[config.mk]
export PLATFORM = sky130hd
export DESIGN_NAME = ifu_fetch
export DESIGN_NICKNAME = d
export VERILOG_FILES = /design/src/rtl/ifu_pkg.sv /design/src/rtl/ifu_timeout_cnt.sv /design/src/rtl/ifu_fetch.sv
export SDC_FILE = /design/constraint.sdc
export NUM_CORES = 1
export LEC_CHECK = 0
export ABC_CLOCK_PERIOD_IN_PS = 5700
export CAP_MARGIN = 30
export CORE_MARGIN = 2
export CORE_UTILIZATION = 47
export CTS_BUF_LIST = sky130_fd_sc_hd__clkbuf_8
export DETAILED_ROUTE_END_ITERATION = 12
export HOLD_SLACK_MARGIN = 0.03
export MAX_ROUTING_LAYER = met4
export PLACE_DENSITY = 0.91
export SYNTH_ARGS = -nofsm -noshare
export SYNTH_HDL_FRONTEND = slang
export SYNTH_SLANG_ARGS = --single-unit
[constraint.sdc]
create_clock -name clk -period 5.7 [get_ports clk]
set_clock_uncertainty 0.2 [all_clocks]
set_input_delay 1.14 -clock clk [delete_from_list [all_inputs] [get_ports clk]]
set_output_delay 1.14 -clock clk [all_outputs]
set_load 0.02 [all_outputs]
[src/rtl/ifu_pkg.sv]
// rtl/ifu_pkg.sv - shared types and constants for the instruction fetch unit
package ifu_pkg;

    typedef enum logic [2:0] {
        ST_IDLE,
        ST_REQ,
        ST_WAIT,
        ST_HOLD,
        ST_DROP
    } ifu_state_t;

    localparam logic [31:0] RV_NOP           = 32'h0000_0013;
    localparam logic [31:0] DEFAULT_RESET_PC = 32'h8000_0000;

endpackage

[src/rtl/ifu_timeout_cnt.sv]
// rtl/ifu_timeout_cnt.sv - saturating response-wait counter; expire pulses on the LIMIT-th enabled cycle
module ifu_timeout_cnt #(
    parameter int LIMIT = 255
) (
    input  logic clk,
    input  logic reset,
    input  logic clear,
    input  logic enable,
    output logic expire
);

    localparam int W = (LIMIT < 1) ? 1 : $clog2(LIMIT + 1);
    localparam logic [W-1:0] MAX  = W'(LIMIT);
    localparam logic [W-1:0] LAST = (LIMIT < 1) ? '0 : W'(LIMIT - 1);

    logic [W-1:0] cnt;

    always_ff @(posedge clk) begin
        if (reset || clear) begin
            cnt <= '0;
        end else if (enable && (cnt != MAX)) begin
            cnt <= cnt + W'(1);
        end
    end

    // A limit of zero disables the timeout entirely.
    assign expire = (LIMIT != 0) && enable && (cnt == LAST);

endmodule

[src/rtl/ifu_fetch.sv]
// rtl/ifu_fetch.sv - instruction fetch unit between core PC and instruction memory
// Optional IFU_PERF_CNT_EN adds fetch/stall performance counters.
module ifu_fetch
    import ifu_pkg::*;
#(
    parameter logic [31:0] RESET_PC       = DEFAULT_RESET_PC,
    parameter int          TIMEOUT_CYCLES = 255
) (
    input  logic        clk,
    input  logic        reset,
    input  logic [31:0] pc_i,
    input  logic        pc_valid,
    input  logic        flush,
    output logic [31:0] inst_o,
    output logic        inst_valid,
    input  logic        inst_ready,
    output logic        inst_err,
    output logic        imem_req_valid,
    input  logic        imem_req_ready,
    output logic [31:0] imem_addr,
    input  logic        imem_rsp_valid,
    input  logic [31:0] imem_rsp_data,
    input  logic        imem_rsp_err
`ifdef IFU_PERF_CNT_EN
    ,
    output logic [31:0] perf_fetch_cnt,
    output logic [31:0] perf_stall_cnt
`endif
);

    ifu_state_t  state_q, state_d;
    logic [31:0] inst_d, addr_d;
    logic        ivalid_d, ierr_d, reqv_d;
    logic        drop_pend_q, drop_pend_d;
    logic        accept_pc;
    logic        expire;

    ifu_timeout_cnt #(.LIMIT(TIMEOUT_CYCLES)) u_timeout (
        .clk    (clk),
        .reset  (reset),
        .clear  (state_q != ST_WAIT),
        .enable (state_q == ST_WAIT),
        .expire (expire)
    );

    always_comb begin
        state_d     = state_q;
        inst_d      = inst_o;
        ierr_d      = inst_err;
        ivalid_d    = inst_valid;
        reqv_d      = imem_req_valid;
        addr_d      = imem_addr;
        drop_pend_d = drop_pend_q;
        accept_pc   = 1'b0;

        case (state_q)
            ST_IDLE: accept_pc = pc_valid;
            ST_REQ: begin
                // A flushed request still completes its handshake before being dropped.
                if (flush) drop_pend_d = 1'b1;
                if (imem_req_ready) begin
                    reqv_d      = 1'b0;
                    drop_pend_d = 1'b0;
                    state_d     = (flush || drop_pend_q) ? ST_DROP : ST_WAIT;
                end
            end
            ST_WAIT: begin
                if (flush) begin
                    state_d = imem_rsp_valid ? ST_IDLE : ST_DROP;
                end else if (imem_rsp_valid) begin
                    inst_d   = imem_rsp_data;
                    ierr_d   = imem_rsp_err;
                    ivalid_d = 1'b1;
                    state_d  = ST_HOLD;
                end else if (expire) begin
                    inst_d   = RV_NOP;
                    ierr_d   = 1'b1;
                    ivalid_d = 1'b1;
                    state_d  = ST_HOLD;
                end
            end
            ST_HOLD: begin
                if (flush || inst_ready) begin
                    ivalid_d  = 1'b0;
                    state_d   = ST_IDLE;
                    accept_pc = pc_valid;
                end
            end
            ST_DROP: if (imem_rsp_valid) state_d = ST_IDLE;
            default: state_d = ST_IDLE;
        endcase

        // Misaligned PCs never reach memory; they complete immediately as an error.
        if (accept_pc) begin
            addr_d = {pc_i[31:2], 2'b00};
            if (pc_i[1:0] != 2'b00) begin
                inst_d   = RV_NOP;
                ierr_d   = 1'b1;
                ivalid_d = 1'b1;
                state_d  = ST_HOLD;
            end else begin
                reqv_d  = 1'b1;
                state_d = ST_REQ;
            end
        end
    end

    always_ff @(posedge clk) begin
        if (reset) begin
            state_q        <= ST_IDLE;
            inst_o         <= RV_NOP;
            inst_err       <= 1'b0;
            inst_valid     <= 1'b0;
            imem_req_valid <= 1'b0;
            imem_addr      <= RESET_PC;
            drop_pend_q    <= 1'b0;
        end else begin
            state_q        <= state_d;
            inst_o         <= inst_d;
            inst_err       <= ierr_d;
            inst_valid     <= ivalid_d;
            imem_req_valid <= reqv_d;
            imem_addr      <= addr_d;
            drop_pend_q    <= drop_pend_d;
        end
    end

`ifdef IFU_PERF_CNT_EN
    always_ff @(posedge clk) begin
        if (reset) begin
            perf_fetch_cnt <= '0;
            perf_stall_cnt <= '0;
        end else begin
            if (inst_valid && inst_ready) perf_fetch_cnt <= perf_fetch_cnt + 32'd1;
            if (state_q inside {ST_REQ, ST_WAIT, ST_DROP}) perf_stall_cnt <= perf_stall_cnt + 32'd1;
        end
    end
`endif

endmodule
==> Word level (Yosys, flattened, before mapping) <==
Index checks and enable logic that the tools add are counted.
Widths: inputs -> output; s select.
{ "classes": {"n_addsub": 1, "eq_ne": 12, "n_mux": 38, "reduce_logical": 10} }
{ "ops": {"columns": ["cell", "count"], "rows": [
  ["$mux 32", 6],
  ["$mux 3", 9],
  ["$mux 1", 19],
  ["$pmux 3 s5", 1],
  ["$ne 3x3->1 const B", 3],
  ["$add 8x1->8 const B", 1],
  ["$eq 8x8->1 const B", 1],
  ["$ne 8x8->1 const B", 1],
  ["$eq 3x2->1 const B", 2],
  ["$ne 5x5->1 const B", 1],
  ["$reduce_and 5->1", 1],
  ["$pmux 1 s2", 2],
  ["$reduce_bool 2->1", 2],
  ["$eq 3x1->1 const B", 1],
  ["$eq 3x3->1 const B", 1],
  ["$logic_not 3->1", 1],
  ["$logic_or 1x1->1", 3],
  ["$ne 3x2->1 const B", 1],
  ["$logic_and 1x1->1", 2],
  ["$mux 2", 1],
  ["$ne 2x2->1 const B", 1],
  ["$reduce_and 2->1", 1]
]} }
{ "word_totals": {"register_bits": 77, "output_inout_bits": 67} }

==> Depth between registers and ports, before layout <==
{ "logic_depth": {"depth_word": 8, "mapped_depth": 7, "depth_no_buf": 5} }

==> Cells and area by module <==
From an unflattened synthesis, not the netlist that was laid out.
{ "unflattened": {"hier_cells": 354, "hier_area_um2": 3067.9} }
{ "modules_own_cells": {"columns": ["module", "instances", "cells_per_inst", "area_per_inst_um2", "seq_area_each_um2"], "rows": [
  ["ifu_fetch", 1, 303, 2608.8, 1381.3],
  ["ifu_timeout_cnt", 1, 51, 459.2, 160.2]
]} }

==> Least setup slack after synthesis <==
Ideal clock, no wire load.
{ "synth_timing": {"kind": "input to register", "startpoint": "in flush", "endpoint": "reg state_q[0]", "setup_ns": 0.116, "arrival_time_ns": 2.320, "required_time_ns": 5.384, "path_slack_ns": 3.064, "stages": 5, "n_path_buf": 1, "cell_sequence": "buf_2 -> o211ai_1 -> a21oi_2 -> or4_1 -> o211a_1"} }
{ "synth_between": {"elab_chain_cells": 5, "word_cells_on_any_way": 12} }
{ "synth_rtl": {"columns": ["item", "line_no", "source"], "rows": [
  ["from (decl)", "ifu_fetch.sv:13", "input logic flush,"],
  ["$logic_or 1x1->1", "ifu_fetch.sv:83", "if (flush || inst_ready) begin"],
  ["$mux 1", "ifu_fetch.sv:83", null],
  ["$pmux 1 s2", "ifu_fetch.sv:56", "case (state_q)"],
  ["$ne 5x5->1 (no line) (tied with other cells)", null, null],
  ["$reduce_and 5->1 (no line)", null, null],
  ["to (signal assigned)", "ifu_fetch.sv:118", "state_q <= state_d;"],
  ["to (decl)", "ifu_fetch.sv:31", "ifu_state_t state_q, state_d;"]
]} }
Several ways; a longest one is shown, not always the timed one.
A chain may end at the register's enable or synchronous reset.

==> Final worst setup path <==
{ "layout_timing": {"startpoint": "in flush", "endpoint": "reg inst_o[11]"} }
{ "layout_between": {"elab_chain_cells": 4, "word_cells_on_any_way": 7} }
{ "layout_rtl": {"columns": ["item", "line_no", "source"], "rows": [
  ["$logic_or 1x1->1 / $mux 32 (equally long branches)", "ifu_fetch.sv:83, ifu_fetch.sv:68", null],
  ["$mux 1 / $mux 32 (equally long branches)", "ifu_fetch.sv:83, ifu_fetch.sv:56", null],
  ["$pmux 1 s2 / $mux 32 (equally long branches)", "ifu_fetch.sv:56, ifu_fetch.sv:96", null],
  ["$mux 32 *", "ifu_fetch.sv:94", "if (accept_pc) begin"],
  ["to (signal assigned)", "ifu_fetch.sv:119", "inst_o <= inst_d;"],
  ["to (decl)", "ifu_fetch.sv:14", "output logic [31:0] inst_o,"]
]} }
Every way passes the cells marked *; elsewhere a longest branch is shown, timed or not.

==> summary.txt <==
Synthesis
  • Mean post-synth cell area: 9.01 um^2
  • Asr flop ratio synth: 0%
  • Number of flops mapped to enable cells by yosys: 0
  • Synth warnings: 0
  • Post-Syn Area: 3160 um^2
  • Register area share after synthesis: 48.7%
  • Top_reg_cell synth: dfxtp_1
  • Synth unique cells: 47
  • Yosys reg bits: 77
  • Synthesized netlist cell count: 351

Global route
  • Antenna violations before repair: 0
  • Grt ovf: 0
  • Vias in the first global route: 3034
  • Tot GR Track Use: 24.6%
  • First-pass GRT wire length: 13900 um
  • Pin count of the biggest net entering global routing: 37

Setup path
  • Critical path's slowest cell: and2_1
  • Crit path DAT: 3.42 ns
  • Delay of the slowest critical-path stage: 0.88 ns
  • Cell depth of the worst flop-to-flop path: 4
  • CP endpoint kind: flop
  • Worst path bufs/invs: 1
  • Type of origin of the critical path: input port
  • Crit path max-delay family: simple AND/OR/NAND/NOR gates
  • Worst-path fanout max: 29
  • Setup CP Type: input port to flop
  • Critical path depth: 5
  • Critical Path RT: 5.78 ns
  • Cells along the critical path: clkdlybuf4s50_1 -> nor4b_4 -> and2_1 -> nand2_1 -> a21oi_1

Power and ir drop
  • Seq pwr share: 37.9%
  • LEAKAGE: 1.72 nW
  • Switch share: 32.8%
  • Net switching power: 0.577 mW
  • Peak VDD IR: 0.284 mV
  • Logic gate share of total power: 33.6%
  • Clock network power share: 28.5%
  • Cell internal pwr: 1.19 mW
  • Cell Pwr Density: 369 nW/um^2

Detailed routing
  • Antenna viol nets, final: 0
  • Drt drc: 0
  • Routed wire length: 8800 um
  • Initial DRC count: 338
  • Via count: 3061
  • Vias per cell: 5.50
  • DRT Pass-1 Iters: 4
  • WL per Instance: 15.8 um

Cells and area
  • Filler cells: 423
  • Multi-input gate area: 1480 um^2
  • Reg area: 1540 um^2
  • Area grow syn2layout: 50.9%
  • Fin area: 4770 um^2
  • Final nets: 549
  • Ant. Diodes: 0
  • Layout cell share with drive strength beyond 1: 5.42%

Floorplanning
  • Cell Rows: 29
  • Die Y: 86.0 um
  • Starting density of the core: 49.2%
  • Die Footprint: 7400 um^2
  • Die X-Extent: 86.0 um
  • I/O Pins: 139
  • Core area: 6420 um^2

Timing
  • Final Hold Viols: 0
  • Max Slew Vio Count: 0
  • RSZ-0062 raised after global routing: no
  • Setup_tns: 0 ns
  • Slew @ Worst Pin: 1.01 ns
  • Final period utilization: 58.7%
  • Max-slew headroom: 32.7%
  • Highest Clock Rate: 299 MHz
  • Tmin final: 3.34 ns
  • Final setup fails: 0

Placement
  • IO Port Bufs: 136
  • RD Place Congestion: 0.885
  • Placed cell area: 4540 um^2
  • HPWL Detailed: 6280 um

Clocking
  • Post_cts resized: 0
  • Sink Count: 77
  • Clock Latency Late Sink: 0.35 ns
  • Root Buffer: clkbuf_8
  • CTS Buf Count: 9
  • Max H-tree Level: 3
  • # Post-CTS Setup Buffers: 0
  • Post-CTS Hold Buffers: 0
  • CTS tree: done
  • Clock transition at path regs: 0.07 ns
  • CTS Buffer Depth: 2

Run status
  • Outcome: complete, no violations

Run
  • Max-cap violation count: 0

Worst hold path
  • HP Class: flop to flop
  • Hold path cells: 2
cells by family after synthesis:
group / synth area share [%]
AOI/OAI and AO/OA: 18.6
xor gates and xnor gates: 1.38
adders and majority gates: 0.791
buffers and inverters: 5.18
DFF: 48.7
muxes: 9.49
other: 0.119
and+or+nand+nor: 15.7
state kept, by name (all words and copies together) (netlist names):
signal,count
inst_o,32
imem_addr,30
u_timeout.cnt,8
drop_pend_q,1
inst_valid,1
imem_req_valid,1
inst_err,1
state_q,3
path summary, 6_finish.rpt:
kind	slack, ns	from	to
max	2.36	flush	inst_o[11]
min reg2reg	0.27	inst_o[6]	inst_o[6]
min	0.27	inst_o[6]	inst_o[6]
max reg2reg	3.15	state_q[1]	inst_o[11]
area by class of cell:
class                      instances  area share, %
inverter                           4          0.314
sequential                        77           32.3
clock inverter                     7           2.41
multi-input combinational        243           30.9
clock buffer                       9           2.59
timing repair buffer             140           29.5
tap                               77           2.02
through the flow:
step / setup WS, ns / power [mW] / util (%) / std cells / hold slack (ns)
3_3_place_gp: 2.02 / 1.24 / 70.2 / 539 / 0.259
2_1_floorplan: 3.06 / 1.05 / - / 352 / 0.280
4_1_cts: 2.37 / 1.77 / 74.3 / 557 / 0.276
5_1_grt: 2.17 / 1.84 / 74.3 / 557 / 0.293
3_5_place_dp: 2.00 / 1.27 / 70.6 / 541 / 0.266
6_report: 2.36 / 1.76 / 74.3 / 557 / 0.273
cells in the mapped netlist (2+ instances only):
cell type  count  share of area [%]
dfxtp_1       77                 49
nor2_1        43                5.1
nand2_1       38                4.5
a21oi_1       37                5.9
o21ai_0       35                5.5
mux2i_1       30                9.5
clkbuf_1      11                1.3
buf_4          9                2.1
buf_2          8                1.3
a211oi_1       6                1.4
nand2b_1       6                1.2
inv_1          4               0.47
xnor2_1        4                1.1
nand4_1        3               0.59
o211ai_1       3               0.71
o21bai_1       3               0.71
a31oi_1        2               0.40
ha_1           2               0.79
or4_1          2               0.47
power groups by stage:
stage | Sequential (mW) | Combinational, mW | Clock (mW)
global route | 0.679 | 0.636 | 0.530
global placement | 0.672 | 0.570 | 0
CTS | 0.667 | 0.596 | 0.503
detailed placement | 0.677 | 0.591 | 0
finish | 0.669 | 0.592 | 0.502
floorplan | 0.725 | 0.328 | 0
worst register-to-register path: cells and delay by family, from the launching register on:
kind,cells,cell delay (ns)
AO/OA/AOI/OAI,1,0.15
AND/OR/NAND/NOR,3,1.57
flip-flops,1,0.56
metal layers:
metal	wire, um	track usage, %
met5	0	-
met2	4340	40.2
met1	3510	27.6
met3	728	7.99
met4	221	10.2
placed cells by master (no fill, tap or decap), types with 6 or more instances in the layout:
cell and n:
nand2_1 38, a21oi_1 37, inv_1 6, clkdlybuf4s50_1 136, nand2b_1 6, mux2i_1 30, a211oi_1 6, o21ai_0 35
nor2_1 43, dfxtp_1 77, clkbuf_8 9
No activity file was read; power rests on OpenSTA's default activity.
